===== src/rtl/seven_segment_scanner_if.sv =====
// rtl/seven_segment_scanner_if.sv - value/dot-mask load bundle feeding seven_segment_scanner
interface seven_segment_scanner_if;
  logic [31:0] din;
  logic [7:0]  dots;
  logic        din_valid;

  modport master (output din, dots, din_valid);
  modport slave  (input  din, dots, din_valid);
endinterface


===== src/rtl/seven_segment_scanner.sv =====
// rtl/seven_segment_scanner.sv - double-buffered, guard-cycled 8-digit 7-segment scanner
// Optional leading-zero blanking: SEVEN_SEGMENT_LEADING_ZERO_BLANK_EN
module seven_segment_scanner #(
  parameter int DIGIT_CYCLES = 50000,
  parameter int NUM_DIGITS   = 8
) (
  input  logic                     clk,
  input  logic                     reset,
  seven_segment_scanner_if.slave   load,
  output logic [7:0]               abcdefgh,
  output logic [7:0]               digit,
  output logic                     frame_sync
);
  localparam int            CW       = $clog2(DIGIT_CYCLES);
  localparam logic [CW-1:0] CNT_LAST = CW'(DIGIT_CYCLES - 1);
  localparam logic [2:0]    IDX_LAST = 3'(NUM_DIGITS - 1);

  logic [CW-1:0] cnt;
  logic [2:0]    idx;
  logic [31:0]   disp_val;
  logic [7:0]    disp_dots;
  logic [31:0]   pend_val;
  logic [7:0]    pend_dots;
  logic          pending_flag;

  logic          cnt_term;
  logic          commit;
  logic [3:0]    nib;
  logic          dot_bit;
  logic [6:0]    seg;
  logic          blank;

  assign cnt_term = (cnt == CNT_LAST);
  assign commit   = cnt_term && (idx == IDX_LAST);
  assign nib      = disp_val[{idx, 2'b00} +: 4];
  assign dot_bit  = disp_dots[idx];

  always_comb begin
    seg = 7'b0000000;
    case (nib)
      4'h0: seg = 7'b1111110;
      4'h1: seg = 7'b0110000;
      4'h2: seg = 7'b1101101;
      4'h3: seg = 7'b1111001;
      4'h4: seg = 7'b0110011;
      4'h5: seg = 7'b1011011;
      4'h6: seg = 7'b1011111;
      4'h7: seg = 7'b1110000;
      4'h8: seg = 7'b1111111;
      4'h9: seg = 7'b1111011;
      4'hA: seg = 7'b1110111;
      4'hB: seg = 7'b0011111;
      4'hC: seg = 7'b1001110;
      4'hD: seg = 7'b0111101;
      4'hE: seg = 7'b1001111;
      4'hF: seg = 7'b1000111;
      default: seg = 7'b0000000;
    endcase
  end

`ifdef SEVEN_SEGMENT_LEADING_ZERO_BLANK_EN
  // lead_zero[k]: nibble and dot at k and every populated position above it are all zero
  logic [7:0] lead_zero;
  always_comb begin
    logic run;
    run       = 1'b1;
    lead_zero = '0;
    for (int k = 7; k >= 0; k--) begin
      if (k < NUM_DIGITS) begin
        run          = run && (disp_val[4*k +: 4] == 4'h0) && !disp_dots[k];
        lead_zero[k] = run;
      end
    end
  end
  assign blank = (idx != 3'd0) && lead_zero[idx];
`else
  assign blank = 1'b0;
`endif

  always_ff @(posedge clk or negedge reset) begin
    if (!reset) begin
      cnt          <= '0;
      idx          <= '0;
      disp_val     <= '0;
      disp_dots    <= '0;
      pend_val     <= '0;
      pend_dots    <= '0;
      pending_flag <= 1'b0;
      frame_sync   <= 1'b0;
      digit        <= 8'hFF;
      abcdefgh     <= 8'hFF;
    end else begin
      cnt <= cnt_term ? '0 : cnt + 1'b1;
      if (cnt_term)
        idx <= (idx == IDX_LAST) ? 3'd0 : idx + 1'b1;
      frame_sync <= commit;

      // A strobe landing on the commit cycle bypasses pending so it cannot be lost or go stale
      if (commit && load.din_valid) begin
        disp_val     <= load.din;
        disp_dots    <= load.dots;
        pending_flag <= 1'b0;
      end else if (commit && pending_flag) begin
        disp_val     <= pend_val;
        disp_dots    <= pend_dots;
        pending_flag <= 1'b0;
      end else if (load.din_valid) begin
        pend_val     <= load.din;
        pend_dots    <= load.dots;
        pending_flag <= 1'b1;
      end

      if (cnt == '0) begin
        digit    <= 8'hFF;
        abcdefgh <= 8'hFF;
      end else begin
        digit    <= ~(8'd1 << idx);
        abcdefgh <= blank ? 8'hFF : {~seg, ~dot_bit};
      end
    end
  end
endmodule


===== src/flat_wrapper.sv =====
// flat-port wrapper written by rule: the top's interface ports become plain ports
module seven_segment_scanner_flat 
#(
  parameter int DIGIT_CYCLES = 50000,
  parameter int NUM_DIGITS   = 8
)
  (clk, reset, abcdefgh, digit, frame_sync, load_din, load_dots, load_din_valid);
  seven_segment_scanner_if load_i ();
  input  logic clk;
  input  logic reset;
  output logic [7:0] abcdefgh;
  output logic [7:0] digit;
  output logic frame_sync;
  input wire logic [$bits(load_i.din)-1:0] load_din;
  input wire logic [$bits(load_i.dots)-1:0] load_dots;
  input wire logic [$bits(load_i.din_valid)-1:0] load_din_valid;
  assign load_i.din = load_din;
  assign load_i.dots = load_dots;
  assign load_i.din_valid = load_din_valid;
  seven_segment_scanner #(.DIGIT_CYCLES(DIGIT_CYCLES), .NUM_DIGITS(NUM_DIGITS)) u_core (.clk(clk), .reset(reset), .load(load_i), .abcdefgh(abcdefgh), .digit(digit), .frame_sync(frame_sync));
endmodule

===== config.mk =====
export PLATFORM = sky130hd
export DESIGN_NAME = seven_segment_scanner_flat
export DESIGN_NICKNAME = d
export VERILOG_FILES = /design/src/rtl/seven_segment_scanner_if.sv /design/src/rtl/seven_segment_scanner.sv /design/src/flat_wrapper.sv
export SDC_FILE = /design/constraint.sdc
export NUM_CORES = 1
export LEC_CHECK = 0
export CAP_MARGIN = 30
export CELL_PAD_IN_SITES_DETAIL_PLACEMENT = 1
export CELL_PAD_IN_SITES_GLOBAL_PLACEMENT = 1
export CORE_ASPECT_RATIO = 0.8
export CORE_UTILIZATION = 46
export DETAILED_ROUTE_END_ITERATION = 8
export GPL_ROUTABILITY_DRIVEN = 0
export HOLD_SLACK_MARGIN = 0.12
export PLACE_DENSITY_LB_ADDON = 0.1
export SLEW_MARGIN = 0
export SYNTH_ARGS = -nofsm -noshare
export SYNTH_HDL_FRONTEND = slang
export SYNTH_SLANG_ARGS = --single-unit

===== constraint.sdc =====
create_clock -name clk -period 3.4 [get_ports clk]
set_input_delay 0.34 -clock clk [delete_from_list [all_inputs] [get_ports clk]]
set_output_delay 0.34 -clock clk [all_outputs]
set_load 0.03 [all_outputs]

**Yosys cells after proc, flatten, opt, wreduce, memory -nomap -nowiden**

Memories as Yosys holds them, arrays and structs flattened.
Index checks and enable logic that the tools add are counted.

- Word-level logic and storage cells: 43
- Memories: 1
- Output and inout bits: 17
- Memory bits (read-only): 112
- Flip-flop bits (word level): 117
- Input port bits: 43

Memories:

| name | depth | width | rd ports | clocked after Yosys merged registers in | wr ports | RTL line | text |
|---|---|---|---|---|---|---|---|
| (name not given) | 16 | 7 | 1 | 0 | 0 | seven_segment_scanner.sv:40 | `case (nib)` |

- Muxes and demuxes: 13
- Bitwise gates (word level): 5
- Add/subtract/negate cells: 2
- Shift-type cells: 2
- Reduce and logical (&&, ||, !) cells: 7
- Order comparisons: 1
- Equal/unequal tests: 2

Operators with widths:

| operator | count |
|---|---|
| $mux W32 | 2 |
| $mux W8 | 4 |
| $shiftx A32 B6 Y4 | 1 |
| $add A16 B1 Y16 const B | 1 |
| $eq A16 B16 Y1 const B | 1 |
| $logic_not A16 Y1 | 1 |
| $mux W16 | 1 |
| $not A8 Y8 | 1 |
| $shl A1 B3 Y8 const A | 1 |
| $not A7 Y7 | 1 |
| $lt A3 B4 Y1 const B | 1 |
| $mux W1 | 4 |
| $add A3 B1 Y3 const B | 1 |
| $bmux W1 S3 | 1 |
| $eq A3 B3 Y1 const B | 1 |
| $logic_and A1 B1 Y1 | 3 |
| $mux W3 | 1 |
| $not A1 Y1 | 3 |
| $reduce_and A3 Y1 | 1 |
| $reduce_bool A3 Y1 | 1 |
| $reduce_bool A2 Y1 | 1 |

**Longest topological paths before layout**

- Depth in word-level cells: 5
- Mapped depth: 10
- Mapped depth without buffers: 8

**Worst setup path before layout**

OpenSTA, ideal clock, no wires.

- Path type: register to register
- From: register u_core.idx[0]
- To: register u_core.abcdefgh[4]
- Cell stages (with the launch flop): 11
- Path buffers: 2
- Period minus slack after synthesis: 2.388 ns
- Path slack: 1.012 ns
- Required time: 3.306 ns
- Library setup time: 0.094 ns
- Arrival time: 2.295 ns
- Cells stage by stage: dfrtp_1 > buf_4 > buf_6 > mux4_2 > mux2i_1 > inv_1 > ha_1 > inv_1 > nor3_1 > a2111oi_0 > a31oi_1

- Longest elaborated chain between the ends: 4

RTL lines:

| element | RTL line | text |
|---|---|---|
| start: declaration | seven_segment_scanner.sv:19 | `logic [2:0] idx;` |
| start signal: assignment | seven_segment_scanner.sv:95 | `idx <= (idx == IDX_LAST) ? 3'd0 : idx + 1'b1;` |
| $shiftx A32 B6 Y4 | seven_segment_scanner.sv:35 | `assign nib = disp_val[{idx, 2'b00} +: 4];` |
| $mem_v2 Z16 W7 | n/a |  |
| $not A7 Y7 | seven_segment_scanner.sv:118 | `abcdefgh <= blank ? 8'hFF : {~seg, ~dot_bit};` |
| $mux W8 | seven_segment_scanner.sv:113 | `if (cnt == '0) begin` |
| end signal: assignment | seven_segment_scanner.sv:118 |  |
| end: declaration | seven_segment_scanner.sv:10 | `output logic [7:0] abcdefgh,` |

No other way between the ends.
A chain may end at the register's enable or synchronous reset.

**Worst setup path in the final report**

Ends and elaborated chain as after synthesis.

==> flow_metrics.env <==
export IMPL_slew_violations=0
export IMPL_wl_per_cell_um=19.8
export IMPL_grt_pass1_vias=3975
export IMPL_met2_usage_pct=35.7
export IMPL_drt_iter0_markers=211
export IMPL_yosys_warnings=0
export IMPL_use_met1_pct=32.3
export IMPL_syn_area_mm2=0.00549
export IMPL_syn_nets=479
export IMPL_grt_max_degree=64
export IMPL_synth_edf_count=0
export IMPL_root_buffer="clkbuf_16"
export IMPL_dp_slack_ns=0.413
export IMPL_path_clk_slew_ns=0.06
export IMPL_crit_fanout=12
export IMPL_fmax_ghz=0.332
export IMPL_end_kind="flop"
export IMPL_crit_path_start="u_core.idx[0]"
export IMPL_first_pass_iters=4
export IMPL_dpl_hpwl_um=8210
export IMPL_max_stage_delay_ns=0.72
export IMPL_irDropWorstVdd_mv=0.363
export IMPL_relSlewSlack_pct=45.8
export IMPL_fin_area_mm2=0.00672
export IMPL_swShare_pct=22.5
export IMPL_track_usage_pct=23.4
export IMPL_p_comb_share_pct=4.5
export IMPL_final_antenna_net_count=0
export IMPL_n_antenna_cell=0
export IMPL_start_kind="flop"
export IMPL_setup_slack_ns=0.391
export IMPL_totalWireLength_um=12800
export IMPL_cp_required_ns=3.71
export IMPL_grt_ovfl_total=0
export IMPL_dieArea_mm2=0.0124
export IMPL_tritoncts="done"
export IMPL_drive_gt1_share_pct=23.5
export IMPL_grt_pass1_wl_um=21400
export IMPL_async_flop_share_pct=100
export IMPL_switchingPower_w=0.000766
export IMPL_clkSinkCount=117
export IMPL_vias_per_cell=5.70
export IMPL_die_width_um=124
export IMPL_maxCapViolCount=0
export IMPL_numPortBuffers=59
export IMPL_slowest_stage="dfrtp_1"
export IMPL_yosysUniqueCellTypes=51
export IMPL_max_slew_worst_pin_slew_ns=0.814
export IMPL_numCtsBuffers=17
export IMPL_cp_top_family="multiplexers"
export IMPL_power_density_mw_per_mm2=506
export IMPL_die_h_um=99.7
export IMPL_vias=3678
export IMPL_p_leak_nw=3.27
export IMPL_p_int_w=0.00263
export IMPL_syn2layout_area_growth_pct=22.4
export IMPL_critPathMostFrequentCell="inv_1"
export IMPL_synthCells=422
export IMPL_seq_power_share_pct=43.2
export IMPL_clk_path_buf_depth=2
export IMPL_fin_cells=645
export IMPL_initial_core_util_pct=47.5
export IMPL_dp_cells=612
export IMPL_min_period_ns=3.01
export IMPL_io_pins=60
export IMPL_busiest_layer="met2"
export IMPL_clkLatencyLatePin_ns=0.42
export IMPL_fin_nets=541
export IMPL_syn_avg_cell_area_um2=13.0
export IMPL_hp_start="u_core.pend_val[10]"
export IMPL_status="finished, final reports clean"
export IMPL_antenna_found_initial=0
export IMPL_reg2reg_from="u_core.idx[0]"
export IMPL_hold_viol_final=0
export IMPL_ctsResizeCount=0
export IMPL_critPathKind="reg -> reg"
export IMPL_final_setup_viol_count=0
export IMPL_p_clk_share_pct=52.3
export IMPL_dpl_cell_area_mm2=0.00612
export IMPL_core_area_mm2=0.0116
export IMPL_period_share_pct=88.5
export IMPL_h_tree_depth=4
export IMPL_ys_ff_latch=117
export IMPL_hold_ws_ns=0.474
export IMPL_grt_met3_usage_pct=6.19
export IMPL_critPathBufInv=2
export IMPL_ys_flop_type="dfrtp_1"
export IMPL_fin_skew_ns=0.00747
export IMPL_hp_class="reg -> reg"
export IMPL_arrival_ns=3.32
export IMPL_crit_chain="mux4_2, mux2i_1, inv_1, ha_1, inv_1, nor3_1, a2111oi_0, a31oi_1"
export IMPL_tns_ns=0
export IMPL_rows=35
export IMPL_yosysSeqAreaShare_pct=53.7
export IMPL_rsz0062_at_grt="false"
export IMPL_drc=0
cells in the mapped netlist, types with 2 or more instances:
master	n	share of area [%]
dfrtp_1	101	46
mux2_2	43	8.8
a22o_1	41	6.5
a21o_1	38	5.2
nand2_1	22	1.5
dfstp_2	16	7.7
nor2_1	16	1.1
ha_1	14	3.2
buf_6	13	2.7
inv_1	11	0.75
nand3_1	11	1.0
xor2_1	10	1.6
mux4_2	8	3.3
o21ai_0	7	0.64
nor3_1	6	0.55
a21oi_1	5	0.46
buf_2	4	0.36
mux2i_1	4	0.73
xnor2_1	4	0.64
a31oi_1	3	0.34
buf_4	3	0.41
nor4_1	3	0.34
o211ai_1	3	0.41
a21o_2	2	0.32
and2_2	2	0.27
and4_1	2	0.32
clkbuf_1	2	0.14
nand4_1	2	0.23
nor2b_1	2	0.23
o221ai_1	2	0.32
or3_1	2	0.23
metrics by stage:
| stage | power [W] | util (%) |
|---|---|---|
| 6_report | 0.00340 | 58.1 |
| 5_1_grt | 0.00352 | 58.1 |
| 4_1_cts | 0.00344 | 58.1 |
| 3_5_place_dp | 0.00165 | 52.9 |
| 3_3_place_gp | 0.00164 | 52.9 |
| 2_1_floorplan | 0.00154 | - |
flip-flops by register name (all words and copies together), names as in the netlist:
register and cells:
u_core.idx 3, u_core.pending_flag 1, u_core.disp_val 32, u_core.pend_dots 8, u_core.cnt 16, u_core.disp_dots 8, u_core.abcdefgh 8, u_core.pend_val 32
u_core.frame_sync 1, u_core.digit 8
logic make-up (layout without fill, tap and decap cells):
family,Yosys count,count (layout),synth area share [%]
compound gates,106,106,14.9
xor+xnor,14,14,2.23
fa+ha+maj,14,14,3.19
buf+inv,35,110,4.47
flops,117,117,53.7
mux,56,56,13.2
simple gates,80,80,8.27
power by group through the flow:
| stage | logic (W) | registers [W] | clock network, W |
|---|---|---|---|
| after global routing | 0.000170 | 0.00147 | 0.00187 |
| after floorplan | 0.0000620 | 0.00148 | 0 |
| after CTS | 0.000158 | 0.00147 | 0.00181 |
| final | 0.000154 | 0.00147 | 0.00178 |
| after global placement | 0.000151 | 0.00149 | 0 |
| after detailed placement | 0.000157 | 0.00149 | 0 |
layer usage:
| metal | part of all wire, % | wire (um) |
|---|---|---|
| met4 | 1.2 | 150 |
| met5 | 0 | 0 |
| met3 | 3.0 | 388 |
| met2 | 48 | 6100 |
| met1 | 48 | 6130 |
final cells by class:
type	count	area, um2
clock buffer	18	439
clock inverter	14	151
fill	1148	4840
inverter	12	45.0
multi-input combinational	270	2300
sequential	117	2950
tap	148	185
timing repair buffer	66	656
worst paths after layout:
| check | end | slack (ns) | depth (start not counted) |
|---|---|---|---|
| max | u_core.abcdefgh[4] | 0.39 | 8 |
| min | u_core.disp_val[10] | 0.47 | 1 |
| max reg2reg | u_core.abcdefgh[4] | 0.39 | 8 |
| min reg2reg | u_core.disp_val[10] | 0.47 | 1 |
| max in group asynchronous | u_core.disp_val[27] | 2.06 | 3 |
| min in group asynchronous | u_core.cnt[13] | 0.57 | 2 |
cells in the final DEF, fill, tap and decap left out, types with 8 or more instances in the layout:
cell type,Yosys,routed
dfrtp_1,101,101
clkdlybuf4s50_1,0,58
mux2_2,43,43
a22o_1,41,41
a21o_1,38,38
nand2_1,22,22
clkbuf_16,0,17
nor2_1,16,16
dfstp_2,16,16
ha_1,14,14
inv_1,11,11
nand3_1,11,11
xor2_1,10,10
mux4_2,8,8
timing repair:
item,4_1_cts,5_1_grt
endpoints found under the setup margin,0,0
endpoints found under the hold margin,46,0
buffers inserted,0,0
hold buffers,1,0
Power figures use the tool's default switching activity.
